### src/rtl/ssd_scan_decoder_pkg.sv
// Shared constants for the seven-segment scan decoder: active-low segment
// patterns (a..g, bit 6 = a), the idle anode value and the frame FSM encoding.
package ssd_scan_decoder_pkg;

  localparam logic [6:0] SEG_0     = 7'b0000001;
  localparam logic [6:0] SEG_1     = 7'b1001111;
  localparam logic [6:0] SEG_2     = 7'b0010010;
  localparam logic [6:0] SEG_3     = 7'b0000110;
  localparam logic [6:0] SEG_4     = 7'b1001100;
  localparam logic [6:0] SEG_5     = 7'b0100100;
  localparam logic [6:0] SEG_6     = 7'b0100000;
  localparam logic [6:0] SEG_7     = 7'b0001111;
  localparam logic [6:0] SEG_8     = 7'b0000000;
  localparam logic [6:0] SEG_9     = 7'b0000100;
  localparam logic [6:0] SEG_A     = 7'b0001000;
  localparam logic [6:0] SEG_B     = 7'b1100000;
  localparam logic [6:0] SEG_C     = 7'b0110001;
  localparam logic [6:0] SEG_D     = 7'b1000010;
  localparam logic [6:0] SEG_E     = 7'b0110000;
  localparam logic [6:0] SEG_F     = 7'b0111000;
  localparam logic [6:0] SEG_MINUS = 7'b1111110;
  localparam logic [6:0] SEG_BLANK = 7'b1111111;

  localparam logic [3:0] AN_IDLE   = 4'b1111;

  typedef enum logic [1:0] {
    ST_IDLE    = 2'd0,
    ST_COLLECT = 2'd1,
    ST_PUBLISH = 2'd2
  } frame_state_t;

endpackage

### src/rtl/ssd_scan_decoder_pattern_decode.sv
// Combinational decode of one active-low segment pattern into a digit value.
// Build option: SSD_DECODE_HEX_EN makes the A-F patterns legal (values 10-15);
// without it they are reported as undecodable.
module ssd_pattern_decode
  import ssd_scan_decoder_pkg::*;
(
  input  logic [6:0] seg,
  output logic [3:0] value,
  output logic       minus,
  output logic       blank,
  output logic       err
);

  // Pattern table lookup; anything not listed is an error with value 0.
  always_comb begin
    value = 4'd0;
    minus = 1'b0;
    blank = 1'b0;
    err   = 1'b0;
    case (seg)
      SEG_0:     value = 4'd0;
      SEG_1:     value = 4'd1;
      SEG_2:     value = 4'd2;
      SEG_3:     value = 4'd3;
      SEG_4:     value = 4'd4;
      SEG_5:     value = 4'd5;
      SEG_6:     value = 4'd6;
      SEG_7:     value = 4'd7;
      SEG_8:     value = 4'd8;
      SEG_9:     value = 4'd9;
`ifdef SSD_DECODE_HEX_EN
      SEG_A:     value = 4'd10;
      SEG_B:     value = 4'd11;
      SEG_C:     value = 4'd12;
      SEG_D:     value = 4'd13;
      SEG_E:     value = 4'd14;
      SEG_F:     value = 4'd15;
`endif
      SEG_MINUS: minus = 1'b1;
      SEG_BLANK: blank = 1'b1;
      default:   err   = 1'b1;
    endcase
  end

endmodule

### src/rtl/ssd_scan_decoder.sv
// Receive side of a multiplexed seven-segment display: synchronizes the
// anode/segment lines, waits for each dwell to be stable, decodes the lit
// digit and publishes complete four-digit frames.
// Build option: SSD_DECODE_HEX_EN (see ssd_pattern_decode).
//
// state      | meaning
// -----------+-----------------------------------------------------------
// ST_IDLE    | no digit of the current frame seen yet
// ST_COLLECT | at least one digit captured, waiting for the rest
// ST_PUBLISH | all four digits seen; outputs load on the next edge
module ssd_scan_decoder
  import ssd_scan_decoder_pkg::*;
#(
  parameter int STABLE_CYCLES  = 4,
  parameter int TIMEOUT_CYCLES = 200000
) (
  input  logic        Clk,
  input  logic        reset_n,
  input  logic [3:0]  an_in,
  input  logic [6:0]  ssd_in,
  output logic [15:0] digits,
  output logic [3:0]  minus,
  output logic [3:0]  blank,
  output logic        frame_valid,
  output logic        frame_err,
  output logic        an_err
);

  localparam logic [7:0]  CAP_CNT = 8'(STABLE_CYCLES - 1);
  localparam logic [31:0] TO_LIM  = 32'(TIMEOUT_CYCLES);
  localparam bit          TO_EN   = (TIMEOUT_CYCLES != 0);

  logic [3:0]   an_m, an_s;
  logic [6:0]   ssd_m, ssd_s;
  logic [10:0]  smp_q;
  logic [7:0]   stab_cnt;
  logic [31:0]  idle_cnt;
  logic [3:0]   seen;
  logic [15:0]  sh_val;
  logic [3:0]   sh_minus, sh_blank, sh_err;
  frame_state_t state, state_next;

  logic         capture, an_legal, an_idle, legal_cap, illegal_cap;
  logic         timeout_eff, frame_done;
  logic [1:0]   slot;
  logic [3:0]   slot_oh, seen_set;
  logic [3:0]   dec_val;
  logic         dec_minus, dec_blank, dec_err;

  // Two-flop synchronizer; reset to the inactive (all-high) line state so the
  // reset value itself never looks like an illegal anode pattern.
  always_ff @(posedge Clk or negedge reset_n) begin
    if (!reset_n) begin
      an_m  <= AN_IDLE;
      an_s  <= AN_IDLE;
      ssd_m <= SEG_BLANK;
      ssd_s <= SEG_BLANK;
    end else begin
      an_m  <= an_in;
      an_s  <= an_m;
      ssd_m <= ssd_in;
      ssd_s <= ssd_m;
    end
  end

  // Stability counter: stab_cnt == n means smp_q has held for n+1 cycles.
  always_ff @(posedge Clk or negedge reset_n) begin
    if (!reset_n) begin
      smp_q    <= {AN_IDLE, SEG_BLANK};
      stab_cnt <= 8'd0;
    end else begin
      smp_q <= {an_s, ssd_s};
      if ({an_s, ssd_s} != smp_q)
        stab_cnt <= 8'd0;
      else if (stab_cnt != 8'hFF)
        stab_cnt <= stab_cnt + 8'd1;
    end
  end

  // Capture qualification and anode slot selection.
  always_comb begin
    capture     = (stab_cnt == CAP_CNT);
    an_legal    = $onehot(~smp_q[10:7]);
    an_idle     = (smp_q[10:7] == AN_IDLE);
    legal_cap   = capture && an_legal;
    illegal_cap = capture && !an_legal && !an_idle;
    slot_oh     = ~smp_q[10:7];
    slot        = 2'd0;
    for (int k = 0; k < 4; k++)
      if (slot_oh[k]) slot = 2'(k);
    seen_set    = seen | (legal_cap ? slot_oh : 4'b0000);
    frame_done  = legal_cap && (seen_set == 4'b1111);
    // A capture in the expiry cycle restarts the idle period instead.
    timeout_eff = TO_EN && (idle_cnt == TO_LIM) && !legal_cap;
  end

  ssd_pattern_decode u_decode (
    .seg   (smp_q[6:0]),
    .value (dec_val),
    .minus (dec_minus),
    .blank (dec_blank),
    .err   (dec_err)
  );

  // Idle timer since the last legal capture, saturating at the limit.
  always_ff @(posedge Clk or negedge reset_n) begin
    if (!reset_n)
      idle_cnt <= 32'd0;
    else if (legal_cap)
      idle_cnt <= 32'd0;
    else if (idle_cnt != TO_LIM)
      idle_cnt <= idle_cnt + 32'd1;
  end

  // Frame FSM state register.
  always_ff @(posedge Clk or negedge reset_n) begin
    if (!reset_n) state <= ST_IDLE;
    else          state <= state_next;
  end

  // Frame FSM next-state logic.
  always_comb begin
    state_next = state;
    case (state)
      ST_IDLE:    if (legal_cap) state_next = ST_COLLECT;
      ST_COLLECT: if (frame_done)       state_next = ST_PUBLISH;
                  else if (timeout_eff) state_next = ST_IDLE;
      ST_PUBLISH: state_next = ST_IDLE;
      default:    state_next = ST_IDLE;
    endcase
  end

  // Shadow slots and seen mask for the frame under assembly.
  always_ff @(posedge Clk or negedge reset_n) begin
    if (!reset_n) begin
      seen     <= 4'd0;
      sh_val   <= 16'd0;
      sh_minus <= 4'd0;
      sh_blank <= 4'd0;
      sh_err   <= 4'd0;
    end else begin
      if (legal_cap) begin
        sh_val[{slot, 2'b00} +: 4] <= dec_val;
        sh_minus[slot]             <= dec_minus;
        sh_blank[slot]             <= dec_blank;
        sh_err[slot]               <= dec_err;
      end
      if (state == ST_PUBLISH || timeout_eff)
        seen <= 4'd0;
      else
        seen <= seen_set;
    end
  end

  // Published frame outputs and one-cycle status pulses.
  always_ff @(posedge Clk or negedge reset_n) begin
    if (!reset_n) begin
      digits      <= 16'd0;
      minus       <= 4'd0;
      blank       <= 4'd0;
      frame_err   <= 1'b0;
      frame_valid <= 1'b0;
      an_err      <= 1'b0;
    end else begin
      an_err      <= illegal_cap;
      frame_valid <= (state == ST_PUBLISH);
      if (state == ST_PUBLISH) begin
        digits    <= sh_val;
        minus     <= sh_minus;
        blank     <= sh_blank;
        frame_err <= |sh_err;
      end
    end
  end

endmodule

### config.mk
export PLATFORM = sky130hd
export DESIGN_NAME = ssd_scan_decoder
export DESIGN_NICKNAME = d
export VERILOG_FILES = /design/src/rtl/ssd_scan_decoder_pkg.sv /design/src/rtl/ssd_scan_decoder_pattern_decode.sv /design/src/rtl/ssd_scan_decoder.sv
export SDC_FILE = /design/constraint.sdc
export NUM_CORES = 1
export LEC_CHECK = 0
export ABC_AREA = 1
export BUFFER_PORTS_ARGS = -buffer_cell sky130_fd_sc_hd__buf_2
export CAP_MARGIN = 40
export CORE_MARGIN = 5
export CORE_UTILIZATION = 30
export CTS_BUF_LIST = sky130_fd_sc_hd__clkbuf_4 sky130_fd_sc_hd__clkbuf_8
export DETAILED_ROUTE_END_ITERATION = 12
export GPL_TIMING_DRIVEN = 0
export PLACE_DENSITY = 0.44
export SLEW_MARGIN = 20
export SYNTH_ARGS = -nofsm -noshare
export SYNTH_HDL_FRONTEND = slang
export SYNTH_SLANG_ARGS = --single-unit
export TNS_END_PERCENT = 5
### constraint.sdc
create_clock -name Clk -period 5.8 [get_ports Clk]
set_input_delay 1.16 -clock Clk [delete_from_list [all_inputs] [get_ports Clk]]
set_output_delay 1.16 -clock Clk [all_outputs]
set_load 0.03 [all_outputs]
-- Word-level counts from Yosys, hierarchy flattened
Index checks and enable logic that the tools add are counted.
- register bits after elaboration: 134
- bits of input ports: 13
- output and inout port bits: 27
- logic and storage cells: 94
- add/subtract/negate cells: 6
- order comparisons: 2
- eq/ne operators: 23
- shift-type cells: 2
- mux-type cells: 23
- bitwise gates (word level): 2
- reductions and logical operators: 17
- operators by type and width (cell ; number):
    2-to-1 mux 32 bit ; 2
    case mux 4 bit (9 select lines) ; 1
    adder 32 x 1 -> 32 bit (second input constant) ; 1
    == test 32 x 18 -> 1 bit (second input constant) ; 1
    inequality test 32 x 18 -> 1 bit (second input constant) ; 1
    == test 7 bit (second input constant) ; 4
    bitwise mux 16 bit ; 1
    2-to-1 mux 8 bit ; 2
    variable shift 4 x 6 -> 16 bit (first input constant) ; 1
    variable part select 4 x 6 -> 16 bit ; 1
    == test 7 x 3 -> 1 bit (second input constant) ; 2
    == test 7 x 6 -> 1 bit (second input constant) ; 2
    bitwise mux 4 bit ; 3
    OR reduction 12 bit ; 1
    inequality test 11 bit ; 1
    2-to-1 mux 2 bit ; 5
    adder 8 x 1 -> 8 bit (second input constant) ; 1
    == test 4 bit (second input constant) ; 2
    == test 8 x 2 -> 1 bit (second input constant) ; 1
    2-to-1 mux 4 bit ; 2
    inequality test 8 bit (second input constant) ; 1
    == test 7 x 1 -> 1 bit (second input constant) ; 1
    == test 7 x 4 -> 1 bit (second input constant) ; 1
    == test 7 x 5 -> 1 bit (second input constant) ; 1
    23 further kinds ; 36

-- Depth between registers and ports, before layout
Gate-level depths: netlist of the first run.
- word-level depth: 11
- gate-level depth with buffers: 12
- gate-level depth less buffers: 12

-- Modules after synthesis
From an unflattened synthesis of the first run, not the netlist that was laid out.
- cells, all modules: 731
- area, all modules: 6269.8 um2
- modules (own cells, without submodules) (module ; times used ; cells an instance ; area an instance (um2) ; seq. area each (um2)):
    ssd_scan_decoder ; 1 ; 671 ; 5985.7 ; 3394.5
    ssd_pattern_decode ; 1 ; 60 ; 284.0 ; 0.0

-- Worst setup path after synthesis of the first run
OpenSTA, ideal clock, no wires.
- path kind: register to register
- start point: register smp_q[10]
- end point: register sh_val[10]
- setup time: 0.123 ns
- arrival time: 2.287 ns
- data required time: 5.677 ns
- slack: 3.390 ns
- cell stages (with the launch flop): 12
- path buffers: 1
- clock period less this slack: 2.410 ns
- path through: dfstp_2 fa_1 inv_1 ha_1 ha_1 nor3b_4 nand2_4 clkinv_4 nand3_2 buf_6 nand2_1 o21ai_2
- cells in the longest elaborated chain, start to end: 5
- elaborated cells between the ends (all ways): 10
- those cells by class: add/sub (3); eq/ne (1); shift (2); mux (2); bitwise (1); reduce/logical (1)
- RTL lines (what ; RTL line ; RTL):
    start, declared ; ssd_scan_decoder.sv:35 ; logic [10:0] smp_q;
    start signal, assigned ; ssd_scan_decoder.sv:69 ; smp_q <= {AN_IDLE, SEG_BLANK};
    start signal, assigned ; ssd_scan_decoder.sv:72 ; smp_q <= {an_s, ssd_s};
    inverter 4 bit * ; ssd_scan_decoder.sv:83, ssd_scan_decoder.sv:87 ;
    2-to-1 mux 2 bit or adder 1 x 1 -> 2 bit (tied branches) ; ssd_scan_decoder.sv:90, ssd_scan_decoder.sv:83 ;
    negator 4 -> 6 bit or adder 2 x 2 -> 3 bit (tied branches) ; ssd_scan_decoder.sv:143, ssd_scan_decoder.sv:83 ;
    variable part select 4 x 6 -> 16 bit, or another cell as far along ; ssd_scan_decoder.sv:143 ; sh_val[{slot, 2'b00} +: 4] <= dec_val;
    bitwise mux 16 bit or logical AND 1 bit (tied branches) ; ssd_scan_decoder.sv:143, ssd_scan_decoder.sv:85 ;
    end signal, assigned by index ; ssd_scan_decoder.sv:143 ;
    end, declared ; ssd_scan_decoder.sv:39 ; logic [15:0] sh_val;
Every way passes the cells marked *; elsewhere a longest branch is shown, timed or not.
A chain may end at the register's enable or synchronous reset.

-- Final worst setup path of the first run
- start point: register smp_q[10]
- end point: register sh_val[9]
Same word-level chain as after synthesis.

==> results of run 1 <==
-- logic make-up after synthesis --
logic type / Yosys count / share of synthesized area (%)
fa+ha+maj: 7 / 1.55
buf+inv: 82 / 5.68
compound gates: 72 / 6.45
simple gates: 402 / 28.2
xor+xnor: 19 / 2.72
flops: 134 / 55.4
-- through the flow --
stage	util [%]	hold slack (ns)	area, um^2
after floorplan	-	0.345	6130
after global placement	33.0	0.346	6660
after detailed placement	33.2	0.347	6700
after CTS	35.3	0.347	7130
after global routing	35.3	0.354	7130
final	35.3	0.348	7130
-- power groups by stage --
stage / Sequential (mW) / Clock [mW] / Combinational, mW
detailed placement: 0.982 / 0 / 0.0591
CTS: 0.965 / 0.879 / 0.0593
global placement: 0.982 / 0 / 0.0543
floorplan: 0.980 / 0 / 0.0269
global route: 0.967 / 0.918 / 0.0659
finish: 0.964 / 0.843 / 0.0568
-- worst register-to-register path, stage by stage (launching register included) --
cell      delay (ns)
dfstp_2         0.63
fa_1            0.44
inv_1           0.06
ha_1            0.14
ha_1            0.25
nor3b_4         0.37
nand2_4         0.15
clkinv_4        0.13
nand3_2         0.10
buf_6           0.17
nand2_1         0.08
o21ai_2         0.05
-- registers in the layout (all words and copies together) (netlist names), 4 cells and up --
| signal | count |
|---|---|
| an_s | 4 |
| ssd_s | 7 |
| sh_blank | 4 |
| digits | 16 |
| ssd_m | 7 |
| smp_q | 11 |
| sh_minus | 4 |
| blank | 4 |
| an_m | 4 |
| sh_val | 16 |
| idle_cnt | 32 |
| seen | 4 |
| stab_cnt | 8 |
| sh_err | 4 |
| minus | 4 |
-- final cells by class --
class                   instances  area, um^2
plain buffers                  13        83.8
flip-flops and latches        134        3390
clock inverters                14         189
clock buffers                  18         241
repair buffers                 40         233
multi-input cells             500        2380
inverters                      69         264
fillers                      2139       13000
well taps                     270         338
-- per-layer routing --
metal	track usage, %	vias up	part of all wire (%)
li1	-	2391	-
met1	17.5	2247	51
met2	18.4	63	44
met3	2.63	8	3.4
met4	4.07	0	0.93
met5	0	-	0
-- final timing paths --
check	slack [ns]	end
max	3.10	sh_val[9]
max reg2reg	3.10	sh_val[9]
max in group asynchronous	4.42	sh_val[5]
min	0.35	ssd_s[2]
min reg2reg	0.35	ssd_s[2]
min in group asynchronous	0.63	idle_cnt[17]
-- cell usage in the layout (no fill, tap or decap), drive strengths merged, types with 7 or more instances in the layout --
| master | synthesis | final |
|---|---|---|
| xnor2 | 12 | 12 |
| nor2 | 108 | 108 |
| dfrtp | 101 | 101 |
| nand2 | 218 | 218 |
| xor2 | 7 | 7 |
| nor3 | 27 | 27 |
| nand4 | 12 | 12 |
| buf | 8 | 48 |
| dfstp | 33 | 33 |
| a21oi | 23 | 23 |
| inv | 67 | 74 |
| clkbuf | 5 | 23 |
| nand3 | 30 | 30 |
| o21ai | 41 | 41 |
==> results.py, run 1 <==
metrics = {
    "outcome": {
        "outcome": "completed",
    },
    "layout": {
        "finalNetCount": 795,
        "fin_cells": 1058,
        "area.growth.synth_to_final_pct": 16.3,
        "n_antenna_cell": 0,
        "drive_above_1_share_pct": 18.1,
    },
    "worst_setup_path": {
        "reg2reg_depth": 11,
        "cp-startpoint": "smp_q[10]",
        "crit_buf_inv": 3,
        "critPathKind": "reg -> reg",
        "cp-end-kind": "register",
        "worst_path_max_delay_cell": "dfstp_2",
        "startpoint_type": "register",
        "critPathMostFrequentCell": "ha_1",
        "crit_chain": "fa_1, inv_1, ha_1, ha_1, nor3b_4, nand2_4, clkinv_4, nand3_2, buf_6, nand2_1, o21ai_2",
        "worstPathRequired_ns": 6.10,
        "crit_family": "adder cells",
        "cp.arrival_ns": 2.99,
        "crit_path_max_incr_delay_ns": 0.63,
        "cp_max_fo": 10,
        "rr_startpoint": "smp_q[10]",
        "crit_cells": 11,
    },
    "synthesis": {
        "synthCells": 716,
        "yosysTopAreaCell": "dfrtp_1",
        "ys_ff_latch": 134,
        "synthTopCellsByArea": "dfrtp_1 (41%), dfstp_2 (14%), nand2_1 (13%), nor2_1 (6.2%), inv_1 (3.9%)",
        "syn_avg_cell_area_um2": 8.56,
        "synthArstFlopShare_pct": 100,
        "yosysWarnings": 0,
        "synthFlopType": "dfrtp_1",
        "synth_top_cell_area_share_pct": 41.3,
        "synth_area_mm2": 0.00613,
        "synth_commonest_cells": "nand2_1 (215), dfrtp_1 (101), nor2_1 (101)",
        "synth_edf_count": 0,
        "synth.net_count": 736,
        "synthDistinctLibCells": 40,
        "synthMostInstantiatedCell": "nand2_1",
        "ys_seq_area_share_pct": 55.4,
    },
    "sta": {
        "hold_violations": 0,
        "finClkSkew_ns": 0.0182,
        "setup_viol": 0,
        "finalCriticalPeriod_ns": 2.70,
        "relSlewSlack_pct": 54.4,
        "slew_viol_final": 0,
        "tightest_slew_ns": 0.667,
        "max_freq_mhz": 371,
        "fin_setup_tns_ns": 0,
        "worst_slack_ns": 3.10,
        "rsz0062_at_grt": "no",
        "finalCritPeriodShare_pct": 46.5,
    },
    "clocking": {
        "ctsHoldBuffers": 0,
        "cts_setup_buffers": 0,
        "path_clk_slew_ns": 0.09,
        "cts_buffer_depth": 2,
        "htree_levels": 4,
        "cts-root-buf": "clkbuf_8",
        "cts_tree": "yes",
        "ctsResizeCount": 0,
        "clock-sinks": 134,
        "numCtsBuffers": 17,
        "insertion_delay_ns": 0.44,
    },
    "detailed_routing": {
        "viasPerCell": 4.45,
        "drt_first_pass_iters": 4,
        "drt_wl_total_mm": 13.7,
        "drtIter0Drc": 253,
        "num_vias": 4709,
        "drtAntennaViolNets": 0,
        "drc": 0,
        "wire_per_inst_um": 12.9,
    },
    "floorplan": {
        "dieArea_mm2": 0.0234,
        "initial_core_util_pct": 30.4,
        "coreArea_mm2": 0.0202,
        "die_w_um": 153,
        "ioPinCount": 40,
        "placementRows": 52,
        "fp.dieH_um": 153,
    },
    "power": {
        "clkPwrFrac_pct": 45.2,
        "p_leak_nw": 3.39,
        "cell_internal_pwr_mw": 1.42,
        "p_per_area_mw_per_mm2": 262,
        "finalPower_mw": 1.86,
        "power_frac_seq_pct": 51.7,
        "p_switching_mw": 0.446,
        "combPwrFrac_pct": 3.0,
        "irDropWorstVdd_mv": 0.154,
        "p_sw_share_pct": 23.9,
    },
    "placement": {
        "place_ws_ns": 3.09,
        "hpwl_mm": 10.1,
        "io_buffer_count": 39,
        "gp_congestion": 0.890,
        "dp.cells": 1026,
    },
    "worst_hold_path": {
        "hold_class": "reg -> reg",
        "hold_path_startpoint": "ssd_m[2]",
        "whs_path_depth": 0,
    },
    "run": {
        "cap_violations": 0,
    },
    "global_route": {
        "grt_usage_pct": 12.2,
        "grt_overflow": 0,
        "grt_pass1_vias": 4611,
        "grt_max_degree": 77,
        "grt_pass1_wl_mm": 23.3,
        "antenna_found_initial": 0,
    },
}
Power figures use the tool's default switching activity.
==> inputs of run 2 (changes only) <==
Settings changed: PLACE_DENSITY 0.44 to 0.46.
Clock period 5.8 ns to 2.4 ns, I/O delays scaled along.
==> run 2 against run 1 <==
  * The flow now finishes with violations (setup timing)
  * Utilization increased by 0.91 points
  * Clock-buffer cell count did not move
  * Setup slack got worse by 3.1 ns
  * Largest cell class unchanged
==> results.py, run 2 (synthesis gave the netlist of run 1 again) <==
metrics = {
    "global_route": {
        "grt_max_degree": 73,
        "grt_usage_pct": 12.8,
        "grt_pass1_vias": 4772,
        "grt_overflow": 0,
        "antenna_found_initial": 0,
        "grt_pass1_wl_mm": 24.4,
    },
    "detailed_routing": {
        "wire_per_inst_um": 13.2,
        "viasPerCell": 4.37,
        "drt_wl_total_mm": 14.1,
        "drc": 0,
        "num_vias": 4683,
        "wl_met3_um": 378,
        "drtIter0Drc": 324,
        "route.top_layer_used": "met4",
        "drt_first_pass_iters": 4,
        "drtAntennaViolNets": 0,
        "wl_met1_mm": 7.27,
        "wl_met2_mm": 6.23,
    },
    "clocking": {
        "path_clk_slew_ns": 0.08,
        "insertion_delay_ns": 0.45,
        "cts_tree": "yes",
        "clock-sinks": 134,
        "cts-root-buf": "clkbuf_8",
        "numCtsBuffers": 17,
        "htree_levels": 4,
        "cts_buffer_depth": 2,
    },
    "layout": {
        "n_antenna_cell": 0,
        "nFillCells": 2156,
        "finalNetCount": 808,
        "drive_above_1_share_pct": 21.6,
        "largest_register_ffs": 32,
        "top_register": "idle_cnt",
        "reg_top3": "idle_cnt: 32 flops, digits: 16 flops, sh_val: 16 flops",
        "layout_commonest_cell": "nand2_1",
        "mostFrequentLayoutCells": "nand2_1 (204), nor2_1 (101), dfrtp_1 (101)",
        "area.growth.synth_to_final_pct": 19.3,
        "post-route-util_pct": 36.2,
    },
    "floorplan": {
        "die_w_um": 153,
        "fp.dieH_um": 153,
        "placementRows": 52,
        "ioPinCount": 40,
        "coreArea_mm2": 0.0202,
        "dieArea_mm2": 0.0234,
        "initial_core_util_pct": 30.4,
    },
    "power": {
        "power_frac_seq_pct": 53.5,
        "cell_internal_pwr_mw": 3.24,
        "p_switching_mw": 1.12,
        "irDropWorstVdd_mv": 0.321,
        "clkPwrFrac_pct": 42.6,
        "p_sw_share_pct": 25.7,
        "combPwrFrac_pct": 4.0,
        "p_per_area_mw_per_mm2": 595,
        "p_leak_nw": 3.46,
        "finalPower_mw": 4.35,
    },
    "sta": {
        "finClkSkew_ns": 0.0193,
        "setup_viol": 10,
        "relSlewSlack_pct": 59.8,
        "rsz0062_at_grt": "yes",
        "slew_viol_final": 0,
        "finalCritPeriodShare_pct": 101,
        "max_freq_mhz": 412,
        "finalCriticalPeriod_ns": 2.43,
        "hold_violations": 0,
        "tightest_slew_ns": 0.601,
        "worst_slack_ns": -0.0256,
    },
    "worst_setup_path": {
        "worstReg2RegEnd": "sh_val[4]",
        "ff2ff_setup_slack_ns": -0.03,
        "critPathKind": "reg -> reg",
        "rr_startpoint": "smp_q[10]",
        "cp-startpoint": "smp_q[10]",
        "reg2reg_depth": 11,
        "cp-end-kind": "register",
        "startpoint_type": "register",
        "worstPathRequired_ns": 2.71,
        "cp.arrival_ns": 2.73,
        "cp_max_fo": 6,
        "endpoint": "sh_val[4]",
    },
    "placement": {
        "gp_congestion": 0.862,
        "io_buffer_count": 39,
        "hpwl_mm": 10.1,
    },
    "outcome": {
        "failed_checks": "setup timing",
        "outcome": "finished, violations left",
    },
    "worst_hold_path": {
        "hold_class": "in -> reg",
    },
    "run": {
        "cap_violations": 0,
    },
}
-- run 2: area by class of cell --
type	instances	area, um^2	area share (%)
tap	270	338	4.62
timing repair buffer	53	352	4.81
clock buffer	18	241	3.30
inverter	69	272	3.71
buffer	13	95.1	1.30
clock inverter	14	138	1.88
sequential	134	3390	46.4
multi-input combinational	500	2480	33.9
-- run 2: layer usage --
layer	vias to the layer above	global-route usage, %
li1	2423	-
met1	2186	18.4
met2	55	19.4
met3	19	2.49
met4	0	4.29
met5	-	0
-- run 2: repair_timing --
action                                 CTS  global route
endpoints found under the hold margin   31             0
hold buffers                             1             0
pin swaps                                5            10
resized for setup                       19            20
gates cloned                             2             0
buffers inserted                         8             2
setup endpoints to repair               61            62
-- run 2: through the flow --
stage               worst slack, ns  cells  instance area [um^2]  TNS (ns)  hold WS [ns]
global route                 -0.167   1071                  7310     -4.58        0.0889
floorplan                   0.00988    716                  6130         0         0.184
CTS                         -0.0422   1069                  7240    -0.547        0.0938
global placement              -1.16   1025                  6660   -136.86         0.345
detailed placement           -0.283   1026                  6700    -10.73         0.347
finish                      -0.0256   1071                  7310    -0.122         0.130
-- run 2: worst max-delay path: stages (launching register included) --
cell      delay, ns
dfstp_2        0.56
fa_1           0.43
inv_2          0.08
ha_4           0.13
ha_4           0.20
nor3b_4        0.28
nand2_4        0.17
clkinv_8       0.10
nand3_4        0.09
buf_6          0.15
nand2_1        0.05
o21ai_1        0.06
-- run 2: power groups by stage --
stage	Sequential, mW	Combinational (mW)	Clock (mW)
6_report	2.33	0.174	1.85
5_1_grt	2.33	0.201	2.02
4_1_cts	2.33	0.170	1.92
3_5_place_dp	2.37	0.141	0
3_3_place_gp	2.37	0.134	0
2_1_floorplan	2.37	0.0648	0
-- run 2: how the worst min path moves through the flow --
stage / startpoint / endpoint / slack (ns) / cells after the start
CTS: ssd_in[3] / ssd_m[3] / 0.09 / 1
global route: ssd_in[3] / ssd_m[3] / 0.09 / 1
floorplan: reset_n / an_err / 0.18 / 0
global placement: ssd_m[5] / ssd_s[5] / 0.35 / 0
finish: ssd_in[0] / ssd_m[0] / 0.13 / 1
detailed placement: ssd_m[1] / ssd_s[1] / 0.35 / 0
